`config.mk`:
```
export PLATFORM = sky130hd
export DESIGN_NAME = rbm_dma_load_engine
export DESIGN_NICKNAME = d
export VERILOG_FILES = /design/src/rtl/rbm_dma_load_engine.sv
export SDC_FILE = /design/constraint.sdc
export NUM_CORES = 1
export LEC_CHECK = 0
export BUFFER_PORTS_ARGS = -buffer_cell sky130_fd_sc_hd__buf_2
export CELL_PAD_IN_SITES_DETAIL_PLACEMENT = 1
export CELL_PAD_IN_SITES_GLOBAL_PLACEMENT = 2
export CORE_MARGIN = 3
export CORE_UTILIZATION = 27
export CTS_CLUSTER_DIAMETER = 30
export DETAILED_ROUTE_END_ITERATION = 6
export PLACE_DENSITY_LB_ADDON = 0.1
export SYNTH_ARGS = -nofsm -noshare
export SYNTH_HDL_FRONTEND = slang
export SYNTH_SLANG_ARGS = --single-unit
```
`constraint.sdc`:
```
create_clock -name clk -period 3.05 [get_ports clk]
set_clock_uncertainty 0.15 [all_clocks]
set_input_delay 0.1525 -clock clk [delete_from_list [all_inputs] [get_ports clk]]
set_output_delay 0.1525 -clock clk [all_outputs]
set_load 0.1 [all_outputs]
```
`src/rtl/rbm_dma_load_engine.sv`:
```
// rtl/rbm_dma_load_engine.sv - DMA load engine unpacking multi-lane beats into the RBM data buffer
// Optional feature macro: RBM_BIAS_SENTINEL_EN (bias sentinel write after the data block)
module rbm_dma_load_engine #(
    parameter int ELEM_W    = 8,
    parameter int LANES     = 4,
    parameter int DEPTH     = 512,
    parameter int ADDR_W    = 9,
    parameter int FIRST_IDX = 1
) (
    input  logic                      clk,
    input  logic                      rst,
    input  logic                      step,
    input  logic                      start,
    input  logic [31:0]               base_index,
    input  logic [15:0]               length,
    output logic                      rd_request,
    input  logic                      rd_grant,
    output logic [31:0]               rd_index,
    output logic [31:0]               rd_length,
    input  logic [ELEM_W*LANES-1:0]   data_in,
    input  logic                      data_valid,
    output logic                      data_ready,
    output logic [ADDR_W-1:0]         buf_addr,
    output logic [ELEM_W-1:0]         buf_data,
    output logic                      buf_wen,
    output logic                      busy,
    output logic                      done,
    output logic                      rd_complete,
    output logic                      err_len
);

    localparam int BEAT_W = ELEM_W * LANES;
    localparam int LANE_W = (LANES > 1) ? $clog2(LANES) : 1;
`ifdef RBM_BIAS_SENTINEL_EN
    localparam int S_BIAS = 1;
    typedef enum logic [2:0] {
        S_IDLE, S_REQ, S_WAIT_BEAT, S_UNPACK, S_SENTINEL, S_DONE
    } state_t;
    localparam state_t S_AFTER_DATA = S_SENTINEL;
`else
    localparam int S_BIAS = 0;
    typedef enum logic [2:0] {
        S_IDLE, S_REQ, S_WAIT_BEAT, S_UNPACK, S_DONE
    } state_t;
    localparam state_t S_AFTER_DATA = S_DONE;
`endif

    state_t              state_q, state_d;
    logic [31:0]         idx_q;
    logic [15:0]         len_q;
    logic [15:0]         cnt_q;
    logic [LANE_W-1:0]   lane_q;
    logic [BEAT_W-1:0]   beat_q;
    logic                rd_complete_q;
    logic                err_len_q;

    logic                len_fits;
    logic                start_ok;
    logic                start_bad;
    logic                last_elem;
    logic                lane_last;

    // Length check covers data plus the optional bias entry so later address math cannot wrap
    assign len_fits  = (32'(FIRST_IDX) + 32'(length) + 32'(S_BIAS)) <= 32'(DEPTH);
    assign start_ok  = step && start && (state_q == S_IDLE) && len_fits;
    assign start_bad = step && start && (state_q == S_IDLE) && !len_fits;
    assign last_elem = (cnt_q == (len_q - 16'd1));
    assign lane_last = (lane_q == LANE_W'(LANES - 1));

    assign rd_index    = idx_q;
    assign rd_length   = {16'd0, len_q};
    assign rd_complete = rd_complete_q || (state_q == S_DONE);
    assign err_len     = err_len_q;

    // Next-state and combinational outputs; everything that acts is gated by step
    always_comb begin
        state_d    = state_q;
        rd_request = (state_q == S_REQ);
        data_ready = 1'b0;
        buf_wen    = 1'b0;
        buf_addr   = '0;
        buf_data   = '0;
        busy       = (state_q != S_IDLE) && (state_q != S_DONE);
        done       = 1'b0;
        case (state_q)
            S_IDLE: begin
                if (start_ok) begin
                    state_d = (length == 16'd0) ? S_AFTER_DATA : S_REQ;
                end
            end
            S_REQ: begin
                if (step && rd_grant) begin
                    state_d = S_WAIT_BEAT;
                end
            end
            S_WAIT_BEAT: begin
                data_ready = step;
                if (step && data_valid) begin
                    state_d = S_UNPACK;
                end
            end
            S_UNPACK: begin
                buf_wen  = step;
                buf_addr = ADDR_W'(FIRST_IDX) + cnt_q[ADDR_W-1:0];
                buf_data = beat_q[int'(lane_q)*ELEM_W +: ELEM_W];
                if (step) begin
                    if (last_elem) begin
                        state_d = S_AFTER_DATA;
                    end else if (lane_last) begin
                        state_d = S_WAIT_BEAT;
                    end
                end
            end
`ifdef RBM_BIAS_SENTINEL_EN
            S_SENTINEL: begin
                buf_wen  = step;
                buf_addr = ADDR_W'(FIRST_IDX) + len_q[ADDR_W-1:0];
                buf_data = ELEM_W'(1);
                if (step) begin
                    state_d = S_DONE;
                end
            end
`endif
            S_DONE: begin
                done = step;
                if (step) begin
                    state_d = S_IDLE;
                end
            end
            default: state_d = S_IDLE;
        endcase
    end

    // State, latched request parameters, beat holding register and element counters
    always_ff @(posedge clk) begin
        if (rst) begin
            state_q       <= S_IDLE;
            idx_q         <= '0;
            len_q         <= '0;
            cnt_q         <= '0;
            lane_q        <= '0;
            beat_q        <= '0;
            rd_complete_q <= 1'b0;
            err_len_q     <= 1'b0;
        end else if (step) begin
            state_q   <= state_d;
            err_len_q <= start_bad;
            if (start_ok) begin
                idx_q         <= base_index;
                len_q         <= length;
                cnt_q         <= '0;
                rd_complete_q <= 1'b0;
            end
            if (state_q == S_WAIT_BEAT && data_valid) begin
                beat_q <= data_in;
                lane_q <= '0;
            end
            if (state_q == S_UNPACK) begin
                cnt_q  <= cnt_q + 16'd1;
                lane_q <= lane_q + LANE_W'(1);
            end
            if (state_q == S_DONE) begin
                rd_complete_q <= 1'b1;
            end
        end else begin
            err_len_q <= 1'b0;
        end
    end

endmodule

```
==> qor.txt <==
# rows: 48
Final worst path period share: 0.954
CTS tree: done
CP Class: reg2reg
Gr usage total: 0.169
Die Width: 140 µm
Setup TNS: 0 ps
Share of layout cells above drive strength 1: 0.255
Largest net degree at the start of global routing: 53
Antenna violations before repair: 0
Via count: 5078
Largest area contributor in the netlist: dfxtp_1
Max_cap viols: 0
Vias in the first global route: 5326
CTS sink count: 103
Initial Util: 0.279
Boundary pin count: 174
Post-CTS Setup Bufs: 0
Latest clock arrival within the worst-skew pair: 340 ps
RSZ-0062 raised after global routing: no
Post-synth ARST share: 0
Die ar.: 0.0197 mm²
Syn_area_per_cell: 7.89 µm²
Grt total ovfl: 0
Worst-path fanout max: 10
Dpl hpwl: 11800 µm
Yosys warnings: 0
Routability cong.: 0.855
Crit start category: register
Detail Route Antenna Nets: 0
Power Density: 410 mW/mm²
Yosys top cell area share: 0.422
Max IR drop VDD: 0.238 mV
Worst R2R Setup Slack: 140 ps
DR vias/cell: 4.79
Drt pass-1 iters: 5
Synth Instances: 619
Nets: 920
CTS clock-pin slew for the worst setup and hold paths: 70 ps
Post-synth cell types: 56
Port Buffers: 157
Bufs on Longest Clock Path: 2
Post-Synthesis Cell Area: 0.00488 mm²
Highest clock rate: 344 MHz
Max incr delay on CP: 600 ps
Smallest setup slack after layout: 141 ps
Critical path cell sequence: or4_1, or4_1, xnor2_1, or4_1, nor4_2, a41oi_1
CP top delay family: simple AND/OR/NAND/NOR gates
Iteration-0 DRC Markers: 280
Status: finished, final reports clean
Root buf cell: clkbuf_16
Die Y: 140 µm
Register area share after synthesis: 0.422
Post-synth EDFFs: 0
Most Frequent Cell on Critical Path: or4_1
Post-Route WL: 16700 µm
Fill cell count: 2130
Htree depth: 3
CTS buffer count: 9
DRC Markers: 0
Slew @ Worst Pin: 647 ps
First-pass GRT wire length: 27400 µm
CP Capture Type: register
Critical path buffer and inverter count: 0
Tightest Hold Check Type: in2reg
Dpl ws: 184 ps
Fin. max-slew vios: 0
Worst EP required: 3110 ps
Relative slew slack: 0.568
Ys flop type: dfxtp_1
Final hold violation count: 0
N_diodes: 0
Top cells by area, synth: dfxtp_1 (42%), nand2_1 (13%), a21oi_1 (9.4%)
Avg WL per Cell: 15.7 µm
Core area: 0.0175 mm²
#FFs+latches synth: 103
Setup violators final: 0
CP max-delay cell: or4_1
Critical path data arrival time: 2970 ps
Fin crit period: 2910 ps
Leakage: 2.89 nW
Layout area overhead: 41.3%
## area by class of cell
cell class,count,area [µm²],area share
multi-input cells,464,2580,0.373
flip-flops and latches,103,2070,0.299
repair buffers,245,1630,0.237
well taps,225,282,0.0408
clock buffers,12,256,0.0372
clock inverters,4,53.8,0.00780
inverters,8,30.0,0.00435
## per-layer routing
metal	wire length (µm)	up-vias	track usage
met4	397	0	0.0658
met1	7370	2440	0.216
met3	803	25	0.0277
met2	8090	129	0.286
li1	-	2484	-
met5	0	-	0
## worst paths after layout
path / from / end / cells past startpoint
worst min-delay path: start / err_len / 3
worst max-delay path: len_q[2] / state_q[1] / 6
worst max register to register: len_q[2] / state_q[1] / 6
worst min register to register: rd_index[27] / rd_index[27] / 2
## tightest hold or removal path, stage by stage
cell and delay (ps):
buf_2 90, nand4_1 160, nor3_1 70
## synth_stat cells, types with 3 or more instances
master,n
and2_1,12
nand2_1,173
nor3_1,11
or3_1,5
xnor2_1,14
nand4_1,7
a21oi_1,92
buf_2,5
nor4_1,6
xor2_1,15
dfxtp_1,103
or4_1,4
ha_1,3
nor2b_1,5
o211ai_1,3
o21ai_0,5
inv_1,6
mux4_2,8
clkbuf_1,36
mux2i_1,4
and3_1,11
buf_4,17
nand3_1,12
nor2_1,23
## cells in the final DEF, fill, tap and decap left out, types with 8 or more instances in the layout
cell type and instances:
nand2_1 173, buf_2 156, dfxtp_1 100, a21oi_1 92, dlygate4sd3_1 74, nor2_1 23
conb_1 16, xor2_1 15, buf_4 15, xnor2_1 14, nand3_1 12, and2_1 12
and3_1 11, nor3_1 10, clkbuf_16 9, mux4_2 8
## metrics by stage
stage               utilization  cells  cell area, µm²  power [mW]  hold WS [ps]
floorplan                     -    634            4950        1.52           131
global placement          0.335    971            5850        1.57           242
detailed placement        0.335    971            5850        1.57           251
CTS                       0.395   1061            6900        2.88          14.0
global route              0.395   1061            6900        2.95          58.4
finish                    0.395   1061            6900        2.83          24.9
## power by group
| part | switching, mW | leakage (nW) | internal (mW) | total, mW |
|---|---|---|---|---|
| clock network | 0.531 | 0.145 | 0.684 | 1.22 |
| logic | 0.158 | 1.91 | 0.107 | 0.265 |
| registers | 0.000725 | 0.831 | 1.34 | 1.35 |
| total | 0.690 | 2.89 | 2.14 | 2.83 |
## flip-flops by register name (all words and copies together) (netlist names)
signal         cells
rd_index          32
beat_q            32
state_q            3
len_q             16
cnt_q             16
rd_complete_q      1
lane_q             2
err_len            1
## cells by family (layout without fill, tap and decap cells)
family / count (synthesis) / after routing / synth area share
buffers and inverters: 67 / 269 / 0.0658
other: 1 / 16 / 0.000768
and+or+nand+nor: 284 / 284 / 0.267
xor gates and xnor gates: 29 / 29 / 0.0520
muxes: 12 / 12 / 0.0451
AOI/OAI and AO/OA: 120 / 120 / 0.139
adders and majority gates: 3 / 3 / 0.00769
DFF: 103 / 103 / 0.422
## what timing repair did
item                                   in CTS  in global routing
endpoints found under the hold margin      74                  0
gates resized for setup                     0                  0
hold buffers                               74                  0
Power figures use the tool's default switching activity.
